File: config.mk
export PLATFORM = sky130hd
export DESIGN_NAME = trigger_seq
export DESIGN_NICKNAME = d
export VERILOG_FILES = /design/src/rtl/trigger_pkg.sv /design/src/rtl/trigger_stage.sv /design/src/rtl/trigger_seq.sv
export SDC_FILE = /design/constraint.sdc
export NUM_CORES = 1
export LEC_CHECK = 0
export BUFFER_PORTS_ARGS = -buffer_cell sky130_fd_sc_hd__buf_2
export CAP_MARGIN = 40
export CORE_MARGIN = 4
export CORE_UTILIZATION = 40
export CTS_CLUSTER_DIAMETER = 60
export CTS_CLUSTER_SIZE = 20
export DETAILED_ROUTE_END_ITERATION = 7
export GPL_ROUTABILITY_DRIVEN = 0
export PLACE_DENSITY = 0.59
export SETUP_SLACK_MARGIN = 0.1
export SLEW_MARGIN = 20
export SYNTH_ARGS = -nofsm -noshare
export SYNTH_HDL_FRONTEND = slang
export SYNTH_SLANG_ARGS = --single-unit
File: constraint.sdc
create_clock -name clk -period 9.4 [get_ports clk]
set_input_delay 0.47 -clock clk [delete_from_list [all_inputs] [get_ports clk]]
set_output_delay 0.47 -clock clk [all_outputs]
set_load 0.01 [all_outputs]
File: src/rtl/trigger_pkg.sv
`default_nettype none
// ============================================================================
// Module      : trigger_pkg
// Description : Shared constants for the multi-stage sequential trigger.
//               - Bit positions of the fields in the stage config word.
//               - FSM state encoding.
//               - Sizing of the stage index.
// Revision    : 1.0 - initial release
// ============================================================================
package trigger_pkg;

    // Stage config word field positions
    localparam int CFG_DLY_LSB   = 0;
    localparam int CFG_LVL_LSB   = 16;
    localparam int CFG_START_BIT = 27;
    localparam int CFG_EDGE_BIT  = 28;
    localparam int CFG_EN_BIT    = 31;

    // The config stage index is 3 bits wide, so at most 8 stages exist.
    // Arrays indexed by a stage number are sized to STG_MAX so that any
    // 3-bit index is in range.
    localparam int STG_MAX = 8;
    localparam int STG_IW  = 3;

    // FSM state encoding
    localparam logic [1:0] ST_IDLE  = 2'd0;
    localparam logic [1:0] ST_ARMED = 2'd1;
    localparam logic [1:0] ST_DELAY = 2'd2;
    localparam logic [1:0] ST_FIRED = 2'd3;

endpackage
`default_nettype wire

File: src/rtl/trigger_stage.sv
`default_nettype none
// ============================================================================
// Module      : trigger_stage
// Description : One trigger stage.
//               - Holds the stage's mask, value and config registers.
//               - Produces an unqualified match bit for the sample presented.
//               - With TRIGGER_SEQ_EDGE_EN defined, a stage whose edge bit is
//                 set also requires that the previous accepted sample did NOT
//                 match under the same mask/value.
// Ports       : clk, rst (async, active-low)
//               cfg_stg/cfg_wr_*/cfg_data : configuration write interface
//               sample      : current input sample
//               prev_sample : previous accepted sample (edge build only)
//               level       : current sequencer level
//               match       : stage matches (not yet qualified by handshake)
//               delay/start : config fields used by the sequencer
// Revision    : 1.0 - initial release
// ============================================================================
module trigger_stage
    import trigger_pkg::*;
#(
    parameter int SDW = 32,
    parameter int DLW = 16,
    parameter int LVW = 2,
    parameter int IDX = 0
)(
    input  logic              clk,
    input  logic              rst,
    input  logic [2:0]        cfg_stg,
    input  logic              cfg_wr_mask,
    input  logic              cfg_wr_val,
    input  logic              cfg_wr_cfg,
    input  logic [31:0]       cfg_data,
    input  logic [SDW-1:0]    sample,
`ifdef TRIGGER_SEQ_EDGE_EN
    input  logic [SDW-1:0]    prev_sample,
`endif
    input  logic [LVW-1:0]    level,
    output logic              match,
    output logic [DLW-1:0]    delay,
    output logic              start
);

    logic [SDW-1:0] cfg_sdw;
    logic [SDW-1:0] mask;
    logic [SDW-1:0] value;
    logic [LVW-1:0] stg_level;
    logic           enable;
    logic           sel;
    logic           hit_cur;
    logic           unused_cfg;

    // Only some config-word bits are stored; the rest are reserved.
    assign unused_cfg = ^cfg_data;

    // Samples wider than the config bus are zero-extended on write.
    if (SDW <= 32) begin : g_cfg_narrow
        assign cfg_sdw = cfg_data[SDW-1:0];
    end else begin : g_cfg_wide
        assign cfg_sdw = {{(SDW-32){1'b0}}, cfg_data};
    end

    assign sel = (cfg_stg == 3'(IDX));

`ifdef TRIGGER_SEQ_EDGE_EN
    logic edge_en;
    logic hit_prev;
`endif

    always_ff @(posedge clk or negedge rst) begin
        if (!rst) begin
            mask      <= '0;
            value     <= '0;
            delay     <= '0;
            stg_level <= '0;
            start     <= 1'b0;
            enable    <= 1'b0;
`ifdef TRIGGER_SEQ_EDGE_EN
            edge_en   <= 1'b0;
`endif
        end else begin
            if (sel && cfg_wr_mask) begin
                mask <= cfg_sdw;
            end
            if (sel && cfg_wr_val) begin
                value <= cfg_sdw;
            end
            if (sel && cfg_wr_cfg) begin
                delay     <= cfg_data[CFG_DLY_LSB +: DLW];
                stg_level <= cfg_data[CFG_LVL_LSB +: LVW];
                start     <= cfg_data[CFG_START_BIT];
                enable    <= cfg_data[CFG_EN_BIT];
`ifdef TRIGGER_SEQ_EDGE_EN
                edge_en   <= cfg_data[CFG_EDGE_BIT];
`endif
            end
        end
    end

    assign hit_cur = (((sample ^ value) & mask) == '0);

`ifdef TRIGGER_SEQ_EDGE_EN
    assign hit_prev = (((prev_sample ^ value) & mask) == '0);
    assign match    = enable && (stg_level == level) && hit_cur
                      && !(edge_en && hit_prev);
`else
    assign match    = enable && (stg_level == level) && hit_cur;
`endif

endmodule
`default_nettype wire

File: src/rtl/trigger_seq.sv
`default_nettype none
// ============================================================================
// Module      : trigger_seq
// Description : Parametrised multi-stage sequential trigger on a sample
//               stream. Forwards samples through a one-deep output register
//               and tags the sample on which the trigger fires.
//               Optional feature macro: TRIGGER_SEQ_EDGE_EN (edge-qualified
//               stage matching using the previous accepted sample).
// Ports       : clk, rst (async, active-low)
//               cfg_*      : stage configuration writes
//               ctl_arm    : clear level/delay and enter ARMED
//               ctl_clr    : return to IDLE
//               sti_*      : input stream (AXI-stream style)
//               sto_*      : output stream, sto_trigger marks firing sample
//               run        : one-cycle pulse when the trigger fires
//               sts_level  : current level
//               sts_armed  : state is ARMED or DELAY
// Revision    : 1.0 - initial release
// ============================================================================
module trigger_seq
    import trigger_pkg::*;
#(
    parameter int SDW = 32,
    parameter int STN = 4,
    parameter int DLW = 16,
    parameter int LVW = 2
)(
    input  logic              clk,
    input  logic              rst,
    input  logic [2:0]        cfg_stg,
    input  logic              cfg_wr_mask,
    input  logic              cfg_wr_val,
    input  logic              cfg_wr_cfg,
    input  logic [31:0]       cfg_data,
    input  logic              ctl_arm,
    input  logic              ctl_clr,
    output logic              sti_tready,
    input  logic              sti_tvalid,
    input  logic              sti_tlast,
    input  logic [SDW-1:0]    sti_tdata,
    input  logic              sto_tready,
    output logic              sto_tvalid,
    output logic              sto_tlast,
    output logic              sto_trigger,
    output logic [SDW-1:0]    sto_tdata,
    output logic              run,
    output logic [LVW-1:0]    sts_level,
    output logic              sts_armed
);

    logic                 hs;
    logic [STG_MAX-1:0]   stg_match;
    logic [DLW-1:0]       stg_delay [STG_MAX];
    logic [STG_MAX-1:0]   stg_start;
    logic [STG_IW-1:0]    pe_idx;
    logic                 any_match;

    logic [1:0]           state;
    logic [1:0]           state_nxt;
    logic [LVW-1:0]       level;
    logic [LVW-1:0]       level_nxt;
    logic [DLW-1:0]       dly_cnt;
    logic [DLW-1:0]       dly_cnt_nxt;
    logic [STG_IW-1:0]    win;
    logic [STG_IW-1:0]    win_nxt;
    logic                 expire;
    logic [STG_IW-1:0]    exp_idx;
    logic                 fire;

    assign sti_tready = !sto_tvalid || sto_tready;
    assign hs         = sti_tvalid && sti_tready;

`ifdef TRIGGER_SEQ_EDGE_EN
    // Previous accepted sample, tracked in every state.
    logic [SDW-1:0] prev_sample;

    always_ff @(posedge clk or negedge rst) begin
        if (!rst) begin
            prev_sample <= '0;
        end else if (hs) begin
            prev_sample <= sti_tdata;
        end
    end
`endif

    // ------------------------------------------------------------------
    // Stages; unused slots up to STG_MAX read as never-matching.
    // ------------------------------------------------------------------
    for (genvar i = 0; i < STG_MAX; i++) begin : g_stage
        if (i < STN) begin : g_inst
            trigger_stage #(
                .SDW (SDW),
                .DLW (DLW),
                .LVW (LVW),
                .IDX (i)
            ) u_stage (
                .clk         (clk),
                .rst         (rst),
                .cfg_stg     (cfg_stg),
                .cfg_wr_mask (cfg_wr_mask),
                .cfg_wr_val  (cfg_wr_val),
                .cfg_wr_cfg  (cfg_wr_cfg),
                .cfg_data    (cfg_data),
                .sample      (sti_tdata),
`ifdef TRIGGER_SEQ_EDGE_EN
                .prev_sample (prev_sample),
`endif
                .level       (level),
                .match       (stg_match[i]),
                .delay       (stg_delay[i]),
                .start       (stg_start[i])
            );
        end else begin : g_pad
            assign stg_match[i] = 1'b0;
            assign stg_delay[i] = '0;
            assign stg_start[i] = 1'b0;
        end
    end

    // Lowest-index matching stage wins.
    always_comb begin
        pe_idx = '0;
        for (int i = STG_MAX - 1; i >= 0; i--) begin
            if (stg_match[i]) begin
                pe_idx = STG_IW'(i);
            end
        end
    end

    assign any_match = |stg_match;

    // ------------------------------------------------------------------
    // FSM: state register
    // ------------------------------------------------------------------
    always_ff @(posedge clk or negedge rst) begin
        if (!rst) begin
            state   <= ST_IDLE;
            level   <= '0;
            dly_cnt <= '0;
            win     <= '0;
        end else begin
            state   <= state_nxt;
            level   <= level_nxt;
            dly_cnt <= dly_cnt_nxt;
            win     <= win_nxt;
        end
    end

    // ------------------------------------------------------------------
    // FSM: next-state logic. ctl_clr beats ctl_arm beats match/expiry.
    // ------------------------------------------------------------------
    always_comb begin
        state_nxt   = state;
        level_nxt   = level;
        dly_cnt_nxt = dly_cnt;
        win_nxt     = win;
        expire      = 1'b0;
        exp_idx     = win;
        fire        = 1'b0;

        if (ctl_clr) begin
            state_nxt = ST_IDLE;
        end else if (ctl_arm) begin
            state_nxt   = ST_ARMED;
            level_nxt   = '0;
            dly_cnt_nxt = '0;
        end else begin
            case (state)
                ST_ARMED: begin
                    if (hs && any_match) begin
                        win_nxt     = pe_idx;
                        dly_cnt_nxt = stg_delay[pe_idx];
                        if (stg_delay[pe_idx] == '0) begin
                            // Zero delay: expiry acts on this same sample.
                            expire  = 1'b1;
                            exp_idx = pe_idx;
                        end else begin
                            state_nxt = ST_DELAY;
                        end
                    end
                end
                ST_DELAY: begin
                    // Counts accepted samples, not clock cycles.
                    if (hs) begin
                        if (dly_cnt <= DLW'(1)) begin
                            dly_cnt_nxt = '0;
                            expire      = 1'b1;
                        end else begin
                            dly_cnt_nxt = dly_cnt - DLW'(1);
                        end
                    end
                end
                default: begin
                end
            endcase

            if (expire) begin
                if (stg_start[exp_idx]) begin
                    fire      = 1'b1;
                    state_nxt = ST_FIRED;
                end else begin
                    state_nxt = ST_ARMED;
                    if (level != {LVW{1'b1}}) begin
                        level_nxt = level + LVW'(1);
                    end
                end
            end
        end
    end

    // ------------------------------------------------------------------
    // FSM: outputs
    // ------------------------------------------------------------------
    always_comb begin
        sts_armed = (state == ST_ARMED) || (state == ST_DELAY);
        sts_level = level;
    end

    // ------------------------------------------------------------------
    // Stream register. fire only occurs on a handshake, so the trigger
    // tag always lands with the sample that caused it.
    // ------------------------------------------------------------------
    always_ff @(posedge clk or negedge rst) begin
        if (!rst) begin
            sto_tvalid  <= 1'b0;
            sto_tlast   <= 1'b0;
            sto_trigger <= 1'b0;
            sto_tdata   <= '0;
            run         <= 1'b0;
        end else begin
            run <= fire;
            if (sti_tready) begin
                sto_tvalid  <= sti_tvalid;
                sto_tdata   <= sti_tdata;
                sto_tlast   <= sti_tlast;
                sto_trigger <= fire;
            end
        end
    end

endmodule
`default_nettype wire

# --- Word-level counts from Yosys, hierarchy flattened ---
# Index checks and enable logic that the tools add are counted.
op_classes:
  add_sub_neg: 2
  order_cmp: 3
  n_eq_ne: 14
  mux: 41
  bitwise: 11
  n_reduce_logical: 41
ops:
  columns: ["operator", "n"]
  rows:
  - ["32-bit bitwise AND", 4]
  - ["32-bit logical NOT", 4]
  - ["32-bit XOR", 4]
  - ["16-bit 2-to-1 mux", 6]
  - ["16-bit binary-select mux with 3-bit select", 1]
  - ["16-bit case mux with 2 select lines", 1]
  - ["2-bit 2-to-1 mux", 14]
  - ["1-bit logical AND", 22]
  - ["3-bit 2-to-1 mux", 6]
  - ["16-bit by 1-bit less-or-equal comparator with 1-bit output, second input constant", 1]
  - ["16-bit logical NOT", 1]
  - ["16-bit by 1-bit subtractor with 16-bit output, second input constant", 1]
  - ["4-bit AND reduction", 3]
  - ["1-bit 2-to-1 mux", 11]
  - ["2-bit equality test", 4]
  - ["4-bit nonzero test", 2]
  - ["3-bit by 2-bit equality test with 1-bit output, second input constant", 2]
  - ["3-bit inequality test, second input constant", 2]
  - ["4-bit >= comparator, second input constant", 1]
  - ["3-bit by 4-bit less-than comparator with 1-bit output, second input constant", 1]
  - ["2-bit inequality test, second input constant", 2]
  - ["4-bit by 3-bit inequality test with 1-bit output, second input constant", 1]
  - ["3-bit NOT with 4-bit output", 1]
  - ["2-bit nonzero test", 2]
  - ["other kinds (13)", 15]
totals:
  ff_bits: 395
  in_bits: 77
  out_inout_bits: 40
  word_cells: 145

# --- Longest topological paths before layout ---
# Gate-level depths: netlist of the first run.
depth:
  ltp_word: 24
  ltp_mapped: 17
  depth_no_buf: 14

# --- Modules after synthesis ---
# A second synthesis of the first run with hierarchy kept.
hier_totals:
  cells_unflattened: 1403
  hier_area_um2: 18462.7
modules_own_cells:
  columns: ["module", "instances", "cells_each", "area_each_um2", "seq_area_each_um2"]
  rows:
  - ["trigger_stage (g_stage[1].g_inst.u_stage ...)", 2, 236, 3731.1, 2102.0]
  - ["trigger_seq", 1, 460, 3713.6, 1451.4]
  - ["trigger_stage (g_stage[0].g_inst.u_stage)", 1, 236, 3676.0, 2102.0]
  - ["trigger_stage (g_stage[3].g_inst.u_stage)", 1, 235, 3611.0, 2102.0]

# --- Worst setup path before layout of the first run ---
# Ideal clock, no wire load.
synth_timing:
  path_type: "input port to flip-flop"
  from: "input port sti_tdata[7]"
  to: "register level[1], in the netlist sts_level[1]"
  arrival_ns: 4.189
  required_time_ns: 9.275
  path_slack_ns: 5.086
  path_stages: 17
  path_cell_list: "clkbuf_1 > xor2_1 > a22oi_2 > nand4_1 > or4_1 > buf_2 > o2bb2a_4 > or3_1 > buf_6 > mux2_4 > o22ai_1 > and4b_2 > nand4_4 > and3_4 > a311oi_4 > o221ai_2 > mux2_4"
synth_via:
  elab_chain_len: 22
  elab_cells_between_ends: 42
synth_lines:
  columns: ["element", "line", "source"]
  rows:
  - ["from (decl)", "trigger_seq.sv:40", "input logic [SDW-1:0] sti_tdata,"]
  - ["32-bit XOR", "trigger_stage.sv:100", "assign hit_cur = (((sample ^ value) & mask) == '0);"]
  - ["32-bit bitwise AND", "trigger_stage.sv:100", null]
  - ["32-bit logical NOT", "trigger_stage.sv:100", null]
  - ["1-bit logical AND", "trigger_stage.sv:107", "assign match = enable && (stg_level == level) && hit_cur;"]
  - ["2-bit 2-to-1 mux (3 in series)", "trigger_seq.sv:124", "if (stg_match[i]) begin"]
  - ["3-bit 2-to-1 mux", "trigger_seq.sv:124", null]
  - ["3-bit NOT with 4-bit output (not written as such)", "trigger_seq.sv:173", "if (stg_delay[pe_idx] == '0) begin"]
  - ["16-bit binary-select mux with 3-bit select", "trigger_seq.sv:173", null]
  - ["(+4 left out)", null, null]
  - ["3-bit 2-to-1 mux", "trigger_seq.sv:170", "if (hs && any_match) begin"]
  - ["3-bit 2-to-1 mux", "trigger_seq.sv:168", "case (state)"]
  - ["3-bit 2-to-1 mux", "trigger_seq.sv:163", "end else if (ctl_arm) begin"]
  - ["3-bit 2-to-1 mux", "trigger_seq.sv:161", "if (ctl_clr) begin"]
  - ["1-bit binary-select mux with 3-bit select", "trigger_seq.sv:198", "if (stg_start[exp_idx]) begin"]
  - ["1-bit 2-to-1 mux (not written as such)", "trigger_seq.sv:198", null]
  - ["2-bit inequality test (no source line)", null, null]
  - ["4-bit AND reduction (no source line) *", null, null]
  - ["to (signal assigned)", "trigger_seq.sv:143", "level <= level_nxt;"]
  - ["to (decl)", "trigger_seq.sv:60", "logic [LVW-1:0] level;"]
# Every way passes the cells marked *; elsewhere a longest branch is shown, timed or not. The select of a mux whose other input is x is not followed.
# A chain may end at the register's enable or synchronous reset.

# --- Worst setup path after layout of the first run ---
layout_timing:
  from: "register g_stage[0].g_inst.u_stage.value[30]"
  to: "register level[1], in the netlist sts_level[1]"
layout_via:
  elab_chain_len: 19
  elab_cells_between_ends: 27
layout_lines:
  columns: ["element", "line", "source"]
  rows:
  - ["from (decl)", "trigger_stage.sv:46", "logic [SDW-1:0] value;"]
  - ["from (signal assigned)", "trigger_stage.sv:86", "value <= cfg_sdw;"]
  - ["32-bit XOR *", "trigger_stage.sv:100", null]
  - ["32-bit bitwise AND *", "trigger_stage.sv:100", null]
  - ["32-bit logical NOT *", "trigger_stage.sv:100", null]
  - ["1-bit logical AND *", "trigger_stage.sv:107", null]
  - ["3-bit 2-to-1 mux", "trigger_seq.sv:124", null]
  - ["3-bit NOT with 4-bit output (not written as such)", "trigger_seq.sv:173", null]
  - ["16-bit binary-select mux with 3-bit select", "trigger_seq.sv:173", null]
  - ["16-bit 2-to-1 mux (not written as such) (2 in series)", "trigger_seq.sv:173", null]
  - ["(+2 left out)", null, null]
  - ["3-bit 2-to-1 mux", "trigger_seq.sv:170", null]
  - ["3-bit 2-to-1 mux", "trigger_seq.sv:168", null]
  - ["3-bit 2-to-1 mux", "trigger_seq.sv:163", null]
  - ["3-bit 2-to-1 mux", "trigger_seq.sv:161", null]
  - ["1-bit binary-select mux with 3-bit select", "trigger_seq.sv:198", null]
  - ["1-bit 2-to-1 mux (not written as such)", "trigger_seq.sv:198", null]
  - ["2-bit inequality test (no source line)", null, null]
  - ["4-bit AND reduction (no source line) *", null, null]
# Marks and branches as above.

==> flow_metrics.env, run 1 <==
export IMPL_post_route_period_util_pct=53.3
export IMPL_cts_buffers=35
export IMPL_final_setup_tns_ns=0
export IMPL_yosys_warnings=0
export IMPL_synth_fa_ha_area_share_pct=0.333
export IMPL_fp_dieW_um=225
export IMPL_grt_pass1_wl_mm=87.2
export IMPL_path_class="reg2reg"
export IMPL_p_leak_nw=9.25
export IMPL_synth_simple_area_share_pct=9.23
export IMPL_met3_length_mm=3.97
export IMPL_slew_viol_final=0
export IMPL_ir_drop_v=0.000175
export IMPL_wl_met1_mm=26.3
export IMPL_worst_pin_slew_ns=0.868
export IMPL_synth_cells=1572
export IMPL_total_power_w=0.00502
export IMPL_dp_hpwl_mm=41.7
export IMPL_synth_edf_count=0
export IMPL_synth_top_family_by_area="multiplexers"
export IMPL_grt_max_degree=154
export IMPL_yosysUniqueCellTypes=71
export IMPL_synth_compound_area_share_pct=8.28
export IMPL_holdPathEnd="sto_tlast$_DFFE_PN0N_"
export IMPL_min_period_ns=5.01
export IMPL_synth_ff_type="dfrtp_1"
export IMPL_crit_arrival_ns=5.47
export IMPL_cts_max_level=2
export IMPL_reg2reg_slack_ns=4.39
export IMPL_grt_pass1_vias=13061
export IMPL_rsz0062_at_grt="no"
export IMPL_multi_input_area_um2=8490
export IMPL_drc=0
export IMPL_crit_path_end_kind="register"
export IMPL_synth_area_um2=18800
export IMPL_mostFrequentLayoutCells="394 x dfrtp_1, 336 x mux2_2, 183 x nand2_1"
export IMPL_drive_above_1_share_pct=33.8
export IMPL_wl_met2_mm=25.8
export IMPL_finalHoldViolCount=0
export IMPL_syn2layout_area_growth_pct=13.0
export IMPL_wl_per_cell_um=25.8
export IMPL_antenna_found_initial=1
export IMPL_yosysSeqAreaShare_pct=52.5
export IMPL_synth_xor_area_share_pct=6.43
export IMPL_tritoncts="yes"
export IMPL_drv_cap=0
export IMPL_fin_skew_ns=0.0315
export IMPL_r2r_end="sts_level[1]$_DFFE_PN0P_"
export IMPL_path_clk_slew_ns=0.08
export IMPL_hold_path_startpoint="sti_tlast"
export IMPL_ys_ff_latch=394
export IMPL_dr_total_vias=13130
export IMPL_wirelength_mm=58.6
export IMPL_hold_path_class="in2reg"
export IMPL_drtIter0Drc=1219
export IMPL_clockBufferDepth=3
export IMPL_io_pins=117
export IMPL_relSlewSlack_pct=42.1
export IMPL_synth_net_count=1654
export IMPL_setup_viol=0
export IMPL_async_reset_ff_share_pct=100
export IMPL_core_area_um2=46500
export IMPL_first_pass_iters=5
export IMPL_seq_area_um2=9860
export IMPL_fin_nets=1723
export IMPL_die_height_um=225
export IMPL_clock_sinks=394
export IMPL_root_buffer="clkbuf_16"
export IMPL_rows=79
export IMPL_nFillCells=4246
export IMPL_crit_path_start_kind="register"
export IMPL_cp_data_required_time_ns=9.86
export IMPL_antenna_left=0
export IMPL_cp_max_fo=10
export IMPL_worstHoldPathCells=3
export IMPL_gr_total_overflow=0
export IMPL_syn_area_per_cell_um2=12.0
export IMPL_highest_layer="met4"
export IMPL_io_buffer_count=116
export IMPL_reg2regPathDepth=14
export IMPL_status="finished, final reports clean"
export IMPL_initial_core_util_pct=40.4
export IMPL_vias_per_cell=5.77
export IMPL_grt_util_all_layers_pct=23.0
export IMPL_synth_mux_area_share_pct=20.6
export IMPL_die_area_um2=50500
export IMPL_layout_commonest_cell="dfrtp_1"
export IMPL_timing_rr_start="g_stage[0].g_inst.u_stage.value[30]$_DFFE_PN0P_"
export IMPL_p_per_area_nw_per_um2=237
export IMPL_worstSkewPairLatency_ns=0.58
export IMPL_post_cts_buffers=0
export IMPL_max_freq_mhz=200
## worst max-delay path, stage by stage, from the launching register on
cell and delay (ns):
dfrtp_1 0.39, xor2_1 0.18, a22oi_1 0.51, nand4_1 0.13, or4_1 0.51, nor3_2 0.57, nor2_1 0.26, a32o_1 0.32
a211oi_1 0.42, and4b_1 0.36, nand4_4 0.19, and3_4 0.25, a311oi_4 0.34, o221ai_2 0.16, mux2_4 0.31
## registers in the layout, indices dropped and copies added, names as in the netlist, 2 cells and up
name / cells
g_stage.g_inst.u_stage.stg_level: 8
dly_cnt: 16
sts_level: 2
g_stage.g_inst.u_stage.mask: 128
win: 2
g_stage.g_inst.u_stage.start: 4
state: 2
g_stage.g_inst.u_stage.enable: 4
sto_tdata: 32
g_stage.g_inst.u_stage.delay: 64
g_stage.g_inst.u_stage.value: 128
## kinds of logic (layout without fill, tap and decap cells)
family	Yosys count	in the layout
XOR/XNOR	138	138
multiplexers	342	342
other	0	1
AO/OA/AOI/OAI	210	210
adder cells (fa/ha/maj)	5	5
buffers and inverters	122	218
AND/OR/NAND/NOR	361	361
flip-flops	394	394
## per-layer routing
| metal | vias to the layer above | global-route usage [%] |
|---|---|---|
| met5 | - | 0 |
| met4 | 0 | 9.33 |
| met3 | 109 | 4.03 |
| met2 | 455 | 34.8 |
| met1 | 6794 | 33.2 |
| li1 | 5772 | - |
## area by class of cell
type                            count  share of cell area [%]
Sequential cell                   394                    46.4
Multi-Input combinational cell   1056                    40.0
Clock buffer                       41                    4.42
Timing Repair Buffer              139                    4.02
Tap cell                          607                    3.58
Clock inverter                     23                    1.31
Inverter                           15                   0.265
Antenna cell                        1                  0.0118
## what timing repair did
item	4_1_cts	5_1_grt
gates resized for setup	0	0
hold buffers	1	0
hold endpoints to repair	94	0
## Yosys cell counts, types with 3 or more instances
cell | instances | share of area [%]
dfrtp_1 | 394 | 52
mux2_2 | 336 | 20
nand2_1 | 183 | 3.7
xor2_1 | 128 | 6.0
clkbuf_1 | 92 | 1.8
a22oi_1 | 82 | 3.3
nor2_1 | 34 | 0.68
nand4_1 | 29 | 0.97
nand3_1 | 26 | 0.69
o21ai_0 | 26 | 0.69
nor3_1 | 24 | 0.64
a21oi_1 | 17 | 0.45
a22o_1 | 14 | 0.65
inv_1 | 14 | 0.28
o22ai_1 | 14 | 0.47
nand2b_1 | 12 | 0.40
or3_1 | 11 | 0.37
xnor2_1 | 10 | 0.47
buf_2 | 6 | 0.16
o211ai_1 | 6 | 0.24
or4_1 | 6 | 0.24
and3_1 | 5 | 0.17
buf_6 | 5 | 0.30
ha_1 | 5 | 0.33
nand4b_1 | 5 | 0.23
nor4_1 | 5 | 0.17
o31ai_1 | 5 | 0.20
a211oi_1 | 4 | 0.16
buf_1 | 4 | 0.080
o22a_1 | 4 | 0.19
a221oi_1 | 3 | 0.14
a32oi_1 | 3 | 0.14
and4_1 | 3 | 0.14
mux2_4 | 3 | 0.24
o21a_1 | 3 | 0.12
o32a_1 | 3 | 0.16
o32ai_1 | 3 | 0.14
or2_2 | 3 | 0.10
## how the worst max path moves through the flow
stage,startpoint,endpoint,slack (ns),cells after the start
floorplan,sti_tdata[7],sts_level[1]$_DFFE_PN0P_,5.09,17
global placement,sti_tdata[5],sts_level[1]$_DFFE_PN0P_,4.37,15
detailed placement,sti_tdata[30],sts_level[1]$_DFFE_PN0P_,4.24,15
CTS,g_stage[0].g_inst.u_stage.value[30]$_DFFE_PN0P_,sts_level[1]$_DFFE_PN0P_,4.46,14
global route,g_stage[0].g_inst.u_stage.value[30]$_DFFE_PN0P_,sts_level[1]$_DFFE_PN0P_,4.23,14
finish,g_stage[0].g_inst.u_stage.value[30]$_DFFE_PN0P_,sts_level[1]$_DFFE_PN0P_,4.39,14
## per-stage QoR
step                hold WS [ns]  area [um2]  worst slack, ns  utilization, %  instances
CTS                       0.0915       21200             4.46            45.7       2274
global route               0.114       21200             4.23            45.7       2275
detailed placement         0.451       20000             4.24            43.0       2209
finish                     0.114       21200             4.39            45.7       2276
global placement           0.443       19900             4.37            42.8       2204
floorplan                  0.174       18800             5.09               -       1572
## where the power goes
part	switching [W]	leakage, nW	internal, W
sequential	0.000267	4.76	0.00205
combinational	0.000631	3.90	0.000524
clock	0.000744	0.598	0.000812
Note: power is estimated with default switching activity, not from simulation.
==> inputs of run 2 (changes only) <==
--- a/config.mk
+++ b/config.mk
@@ -5,6 +5,7 @@
 export SDC_FILE = /design/constraint.sdc
 export NUM_CORES = 1
 export LEC_CHECK = 0
+export ABC_AREA = 1
 export BUFFER_PORTS_ARGS = -buffer_cell sky130_fd_sc_hd__buf_2
 export CAP_MARGIN = 40
 export CORE_MARGIN = 4
@@ -13,7 +14,7 @@
 export CTS_CLUSTER_SIZE = 20
 export DETAILED_ROUTE_END_ITERATION = 7
 export GPL_ROUTABILITY_DRIVEN = 0
-export PLACE_DENSITY = 0.59
+export PLACE_DENSITY = 0.61
 export SETUP_SLACK_MARGIN = 0.1
 export SLEW_MARGIN = 20
 export SYNTH_ARGS = -nofsm -noshare
==> constraint.sdc (replaced) <==
create_clock -name clk -period 4.2 [get_ports clk]
set_input_delay 0.21 -clock clk [delete_from_list [all_inputs] [get_ports clk]]
set_output_delay 0.21 -clock clk [all_outputs]
set_load 0.01 [all_outputs]
==> run 2 against run 1 <==
Global-route usage decreased by 0.66 points. Wire length increased by 1.3%. Sequential power increased by 110%. Worst hold slack got worse by 0.096 ns. Combinational power increased by 110%. Clock skew decreased by 0.015 ns. Power increased by 120%. Final cell count increased by 41%. Maximum frequency increased by 33%. Non-clock buffer count increased by 20. Largest cell class unchanged. Sequential share of layout area decreased by 1.7 points. Area after synthesis increased by 3.2%.
==> flow_metrics.env, run 2 <==
export IMPL_synth_area_leaders="dfrtp_1 51%, nand2_1 15%, o21ai_0 9.9%"
export IMPL_combPwrFrac_pct=22.0
export IMPL_crit_path_end_kind="register"
export IMPL_io_buffer_count=116
export IMPL_critPathLaunch="sts_level[0]$_DFFE_PN0P_"
export IMPL_drc=0
export IMPL_drv_cap=0
export IMPL_async_reset_ff_share_pct=100
export IMPL_slew_viol_final=0
export IMPL_yosysUniqueCellTypes=44
export IMPL_synth_cells=2486
export IMPL_grt_pass1_vias=16214
export IMPL_synth_area_um2=19400
export IMPL_io_pins=117
export IMPL_die_height_um=228
export IMPL_reg2reg_slack_ns=0.44
export IMPL_dp_hpwl_mm=41.9
export IMPL_cts_max_level=2
export IMPL_drtIter0Drc=1688
export IMPL_clockPowerShare_pct=32.9
export IMPL_synth_ff_type="dfrtp_1"
export IMPL_netlist_top_cells_count="795 x nand2_1, 394 x dfrtp_1, 383 x o21ai_0"
export IMPL_fin_nets=2648
export IMPL_wl_per_cell_um=18.5
export IMPL_layout_commonest_cell="nand2_1"
export IMPL_worstSkewPairLatency_ns=0.56
export IMPL_cp_max_fo=34
export IMPL_synth_most_common_cell="nand2_1"
export IMPL_p_per_area_nw_per_um2=497
export IMPL_drive_above_1_share_pct=10.0
export IMPL_timing_rr_start="sts_level[0]$_DFFE_PN0P_"
export IMPL_met3_length_mm=3.52
export IMPL_p_switching_w=0.00369
export IMPL_vias_per_cell=5.36
export IMPL_total_power_w=0.0110
export IMPL_yosys_warnings=0
export IMPL_reg2regPathDepth=23
export IMPL_path_class="reg2reg"
export IMPL_cp_data_required_time_ns=4.64
export IMPL_setup_viol=0
export IMPL_gr_total_overflow=0
export IMPL_synth_net_count=2568
export IMPL_placed_area_um2=20500
export IMPL_wl_met1_mm=26.4
export IMPL_wl_met2_mm=27.7
export IMPL_grt_pass1_wl_mm=93.6
export IMPL_highest_layer="met4"
export IMPL_syn_area_per_cell_um2=7.80
export IMPL_synth_edf_count=0
export IMPL_core_area_um2=47800
export IMPL_yosys_area_top_type="dfrtp_1"
export IMPL_yosysSeqAreaShare_pct=50.9
export IMPL_hold_path_startpoint="cfg_data[26]"
export IMPL_die_area_um2=52100
export IMPL_clock_sinks=394
export IMPL_ir_drop_v=0.000310
export IMPL_holdPathEnd="g_stage[1].g_inst.u_stage.mask[26]$_DFFE_PN0P_"
export IMPL_postLayoutCellArea_um2=22100
export IMPL_r2r_end="sts_level[0]$_DFFE_PN0P_"
export IMPL_dr_total_vias=17191
export IMPL_p_int_w=0.00729
export IMPL_grt_util_all_layers_pct=22.4
export IMPL_p_leak_nw=10.9
export IMPL_path_clk_slew_ns=0.08
export IMPL_final_setup_tns_ns=0
export IMPL_rsz0062_at_grt="no"
export IMPL_relSlewSlack_pct=31.2
export IMPL_crit_arrival_ns=4.21
export IMPL_fin_skew_ns=0.0163
export IMPL_reg_top3="g_stage.g_inst.u_stage.mask: 128 flops, g_stage.g_inst.u_stage.value: 128 flops, g_stage.g_inst.u_stage.delay: 64 flops"
export IMPL_antenna_left=0
export IMPL_worst_pin_slew_ns=1.03
export IMPL_p_sw_share_pct=33.6
export IMPL_root_buffer="clkbuf_16"
export IMPL_post_route_period_util_pct=89.6
export IMPL_wirelength_mm=59.4
export IMPL_initial_core_util_pct=40.5
export IMPL_first_pass_iters=6
export IMPL_syn2layout_area_growth_pct=13.8
export IMPL_tritoncts="yes"
export IMPL_hold_path_class="in2reg"
export IMPL_yosysTopAreaCellShare_pct=50.9
export IMPL_ys_ff_latch=394
export IMPL_status="finished, final reports clean"
export IMPL_mostFrequentLayoutCells="793 x nand2_1, 394 x dfrtp_1, 383 x o21ai_0"
export IMPL_clockBufferDepth=3
export IMPL_worstHoldPathCells=3
export IMPL_crit_path_start_kind="register"
export IMPL_finalHoldViolCount=0
export IMPL_seqPwrFrac_pct=45.0
export IMPL_min_period_ns=3.76
export IMPL_max_freq_mhz=266
export IMPL_cts_buffers=35
export IMPL_rows=80
export IMPL_antenna_found_initial=2
export IMPL_grt_max_degree=119
export IMPL_fp_dieW_um=228
==> run 2: cell count changes after synthesis, sizes merged, moves of 13 or more <==
cell | before | now
nand2 | 183 | 806
o21ai | 26 | 385
mux2 | 339 | 0
nand3 | 26 | 235
inv | 14 | 209
xor2 | 128 | 23
nor2 | 34 | 130
a22oi | 83 | 0
or2 | 4 | 49
nand4 | 30 | 61
a21oi | 17 | 2
nand3b | 2 | 15
==> run 2: layout make-up <==
cell class / instances / area (um2)
clock inverters: 23 / 345
inverters: 212 / 796
multi-input cells: 1764 / 8310
diodes: 2 / 5.00
fillers: 4695 / 25800
flip-flops and latches: 394 / 9860
well taps: 615 / 769
repair buffers: 159 / 1030
clock buffers: 40 / 947
==> run 2: layer usage <==
| metal | GRT usage, % | vias to the layer above |
|---|---|---|
| li1 | - | 8220 |
| met1 | 31.0 | 8282 |
| met2 | 36.9 | 578 |
| met3 | 3.01 | 111 |
| met4 | 6.79 | 0 |
| met5 | 0 | - |
==> run 2: critical path, stage by stage (launching register included) <==
cell     delay [ns]
dfrtp_1        0.49
inv_2          0.13
or2_0          0.12
nand3_1        0.21
nor3_1         0.30
nand3_2        0.23
nand2_8        0.28
nand2_4        0.27
nand2_1        0.14
nand3_1        0.07
nand2_1        0.16
inv_1          0.06
nor2_1         0.08
nand2_1        0.06
nor2_1         0.11
nand3_1        0.14
nand2_1        0.12
nand2_2        0.09
nand2_1        0.09
nand2_1        0.08
a21oi_2        0.18
nand2_2        0.08
nand2_1        0.06
nand2_1        0.05
==> run 2: power groups by stage <==
stage	combinational, W	sequential (W)	clock [W]
global placement	0.00230	0.00497	0
floorplan	0.00161	0.00489	0
detailed placement	0.00236	0.00500	0
global route	0.00274	0.00503	0.00385
CTS	0.00238	0.00493	0.00370
finish	0.00242	0.00494	0.00361
==> run 2: through the flow <==
stage	utilization, %	worst slack [ns]	cells	hold WS (ns)
after floorplan	-	1.35	2486	-0.0856
after global placement	42.8	0.544	3121	0.364
after detailed placement	42.9	0.466	3124	0.371
after CTS	46.0	0.447	3205	0.000626
after global routing	46.1	0.107	3208	0.0274
final	46.1	0.435	3209	0.0176
==> run 2: cells by family (layout without fill, tap and decap cells) <==
family	count (synthesis)	after routing	synth area share, %
compound gates	416	416	11.1
other cells	0	2	0
buf+inv	329	434	6.69
flops	394	394	50.9
xor+xnor	24	24	1.08
simple gates	1318	1319	29.9
fa+ha+maj	5	5	0.323
==> run 2: timing repair <==
item | in CTS | in global routing
buffers inserted | 0 | 1
hold buffers | 18 | 0
hold endpoints to repair | 132 | 0
gates resized for setup | 0 | 4
setup endpoints to repair | 0 | 5
==> run 2: worst max path at each step <==
stage	endpoint	slack [ns]	cells past startpoint
after detailed placement	sts_level[0]$_DFFE_PN0P_	0.47	27
after CTS	sts_level[0]$_DFFE_PN0P_	0.45	27
after global placement	sts_level[1]$_DFFE_PN0P_	0.54	26
after floorplan	sts_level[0]$_DFFE_PN0P_	1.35	27
after global routing	sts_level[1]$_DFFE_PN0P_	0.11	23
final	sts_level[0]$_DFFE_PN0P_	0.44	23
==> inputs of run 3 (changes only) <==
--- a/config.mk
+++ b/config.mk
@@ -14,6 +14,7 @@
 export CTS_CLUSTER_SIZE = 20
 export DETAILED_ROUTE_END_ITERATION = 7
 export GPL_ROUTABILITY_DRIVEN = 0
+export MAX_ROUTING_LAYER = met4
 export PLACE_DENSITY = 0.61
 export SETUP_SLACK_MARGIN = 0.1
 export SLEW_MARGIN = 20
==> run 3 against run 2 <==
First-iteration DRC count is 13% lower. Critical path depth unchanged. Clock power is essentially flat. Die area unchanged. Sequential power about the same. Critical path type unchanged. Critical endpoint unchanged. Highest routed layer unchanged.
==> flow_metrics.env, run 3 (synthesis results as in run 2) <==
export IMPL_combPwrFrac_pct=22.0
export IMPL_syn2layout_area_growth_pct=13.8
export IMPL_slowest_delay_ns=0.49
export IMPL_timing_rr_start="sts_level[0]$_DFFE_PN0P_"
export IMPL_p_switching_w=0.00368
export IMPL_path_clk_slew_ns=0.08
export IMPL_seq_area_um2=9860
export IMPL_cpLargestDelayFamily="simple AND/OR/NAND/NOR gates"
export IMPL_reg2reg_slack_ns=0.45
export IMPL_antenna_left=0
export IMPL_drive_above_1_share_pct=10.0
export IMPL_pre_cts_ws_ns=0.466
export IMPL_utilization_pct=46.1
export IMPL_ir_drop_v=0.000311
export IMPL_grt_max_degree=119
export IMPL_nFillCells=4693
export IMPL_worstSkewPairLatency_ns=0.56
export IMPL_tritoncts="yes"
export IMPL_drc=0
export IMPL_final_setup_tns_ns=0
export IMPL_placed_area_um2=20500
export IMPL_die_area_um2=52100
export IMPL_p_leak_nw=10.9
export IMPL_finalHoldViolCount=0
export IMPL_die_height_um=228
export IMPL_cts_buffers=35
export IMPL_antenna_found_initial=2
export IMPL_crit_path_end_kind="register"
export IMPL_worst_slack_ns=0.447
export IMPL_crit_path_start_kind="register"
export IMPL_grt_util_all_layers_pct=23.1
export IMPL_io_buffer_count=116
export IMPL_cp_cell_sequence="inv_2, or2_0, nand3_1, nor3_1, nand3_2, nand2_8, nand2_4, nand2_1, nand3_1, nand2_1, inv_1, nor2_1, nand2_1, nor2_1, nand3_1, nand2_1, nand2_2, nand2_1, nand2_1, a21oi_2, nand2_2, nand2_1, nand2_1"
export IMPL_root_buffer="clkbuf_16"
export IMPL_drtIter0Drc=1477
export IMPL_fin_skew_ns=0.0161
export IMPL_clock_sinks=394
export IMPL_fin_nets=2648
export IMPL_io_pins=117
export IMPL_hold_path_class="in2reg"
export IMPL_rows=80
export IMPL_clockBufferDepth=3
export IMPL_crit_arrival_ns=4.20
export IMPL_mostFrequentLayoutCells="793 x nand2_1, 394 x dfrtp_1, 383 x o21ai_0"
export IMPL_reg_top3="g_stage.g_inst.u_stage.mask: 128 flops, g_stage.g_inst.u_stage.value: 128 flops, g_stage.g_inst.u_stage.delay: 64 flops"
export IMPL_wl_per_cell_um=18.4
export IMPL_first_pass_iters=5
export IMPL_wirelength_mm=59.2
export IMPL_crit_buf_inv=2
export IMPL_core_area_um2=47800
export IMPL_holdPathEnd="g_stage[0].g_inst.u_stage.mask[23]$_DFFE_PN0P_"
export IMPL_cp_data_required_time_ns=4.65
export IMPL_hold_path_startpoint="cfg_data[23]"
export IMPL_p_int_w=0.00729
export IMPL_setup_viol=0
export IMPL_multi_input_area_um2=8310
export IMPL_postLayoutCellArea_um2=22100
export IMPL_status="finished, final reports clean"
export IMPL_grt_pass1_wl_mm=93.7
export IMPL_p_per_area_nw_per_um2=497
export IMPL_grt_pass1_vias=16211
export IMPL_worst_path_max_delay_cell="dfrtp_1"
export IMPL_r2r_end="sts_level[0]$_DFFE_PN0P_"
export IMPL_dp_hpwl_mm=41.9
export IMPL_max_freq_mhz=266
export IMPL_relSlewSlack_pct=31.6
export IMPL_post_route_period_util_pct=89.4
export IMPL_clockPowerShare_pct=33.0
export IMPL_gr_total_overflow=0
export IMPL_worst_pin_slew_ns=1.03
export IMPL_cts_max_level=2
export IMPL_drv_cap=0
export IMPL_rsz0062_at_grt="no"
export IMPL_layout_commonest_cell="nand2_1"
export IMPL_slew_viol_final=0
export IMPL_seqPwrFrac_pct=45.0
export IMPL_fp_dieW_um=228
export IMPL_vias_per_cell=5.34
export IMPL_worstHoldPathCells=3
export IMPL_dr_total_vias=17149
export IMPL_cp_max_fo=34
export IMPL_initial_core_util_pct=40.5
export IMPL_path_class="reg2reg"
export IMPL_reg2regPathDepth=23
export IMPL_cpMostUsedCell="nand2_1"
export IMPL_p_sw_share_pct=33.6
export IMPL_min_period_ns=3.75
run 3: cell counts in the layout (fill, tap and decap cells not counted):
No cell type changed its count.
run 3: cell type report:
class                      instances  share of cell area [%]
sequential                       394                    44.7
multi-input combinational       1764                    37.7
timing repair buffer             159                    4.66
clock buffer                      40                    4.29
inverter                         212                    3.61
tap                              615                    3.49
clock inverter                    23                    1.57
antenna                            2                  0.0227
run 3: how the worst max path moves through the flow:
stage	start	end	slack, ns	cells after the start
floorplan	sts_level[1]$_DFFE_PN0P_	sts_level[0]$_DFFE_PN0P_	1.35	27
global placement	sti_tdata[29]	sts_level[1]$_DFFE_PN0P_	0.54	26
detailed placement	sts_level[0]$_DFFE_PN0P_	sts_level[0]$_DFFE_PN0P_	0.47	27
CTS	sts_level[0]$_DFFE_PN0P_	sts_level[0]$_DFFE_PN0P_	0.45	27
global route	sts_level[0]$_DFFE_PN0P_	sts_level[1]$_DFFE_PN0P_	0.11	23
finish	sts_level[0]$_DFFE_PN0P_	sts_level[0]$_DFFE_PN0P_	0.45	23
run 3: power by group through the flow:
| stage | Sequential [W] | Clock (W) | Combinational (W) |
|---|---|---|---|
| floorplan | 0.00489 | 0 | 0.00161 |
| global placement | 0.00497 | 0 | 0.00230 |
| detailed placement | 0.00500 | 0 | 0.00236 |
| CTS | 0.00493 | 0.00370 | 0.00238 |
| global route | 0.00503 | 0.00385 | 0.00274 |
| finish | 0.00494 | 0.00362 | 0.00241 |
run 3: layer usage:
metal	GRT usage (%)	wire length (um)
met2	37.0	27800
met4	6.56	1700
met3	2.89	3540
met1	31.1	26100
met5	-	0
run 3: timing repair:
item / CTS / global route
hold endpoints to repair: 132 / 0
resized for setup: 0 / 4
hold buffers: 18 / 0
setup endpoints to repair: 0 / 5
buffers inserted: 0 / 1
run 3: per-stage QoR:
| step | hold WS, ns | std cells | power (W) |
|---|---|---|---|
| after floorplan | -0.0856 | 2486 | 0.00650 |
| after global placement | 0.364 | 3121 | 0.00727 |
| after detailed placement | 0.371 | 3124 | 0.00736 |
| after CTS | 0.000626 | 3205 | 0.0110 |
| after global routing | 0.0274 | 3209 | 0.0116 |
| final | 0.0176 | 3209 | 0.0110 |
run 3: worst register-to-register path, cell delays in order, from the launching register on:
cell and delay [ns]:
dfrtp_1 0.49, inv_2 0.13, or2_0 0.12, nand3_1 0.22, nor3_1 0.30, nand3_2 0.23, nand2_8 0.28, nand2_4 0.28
nand2_1 0.15, nand3_1 0.07, nand2_1 0.17, inv_1 0.06, nor2_1 0.09, nand2_1 0.06, nor2_1 0.10, nand3_1 0.15
nand2_1 0.13, nand2_2 0.09, nand2_1 0.09, nand2_1 0.08, a21oi_2 0.18, nand2_2 0.08, nand2_1 0.06, nand2_1 0.05
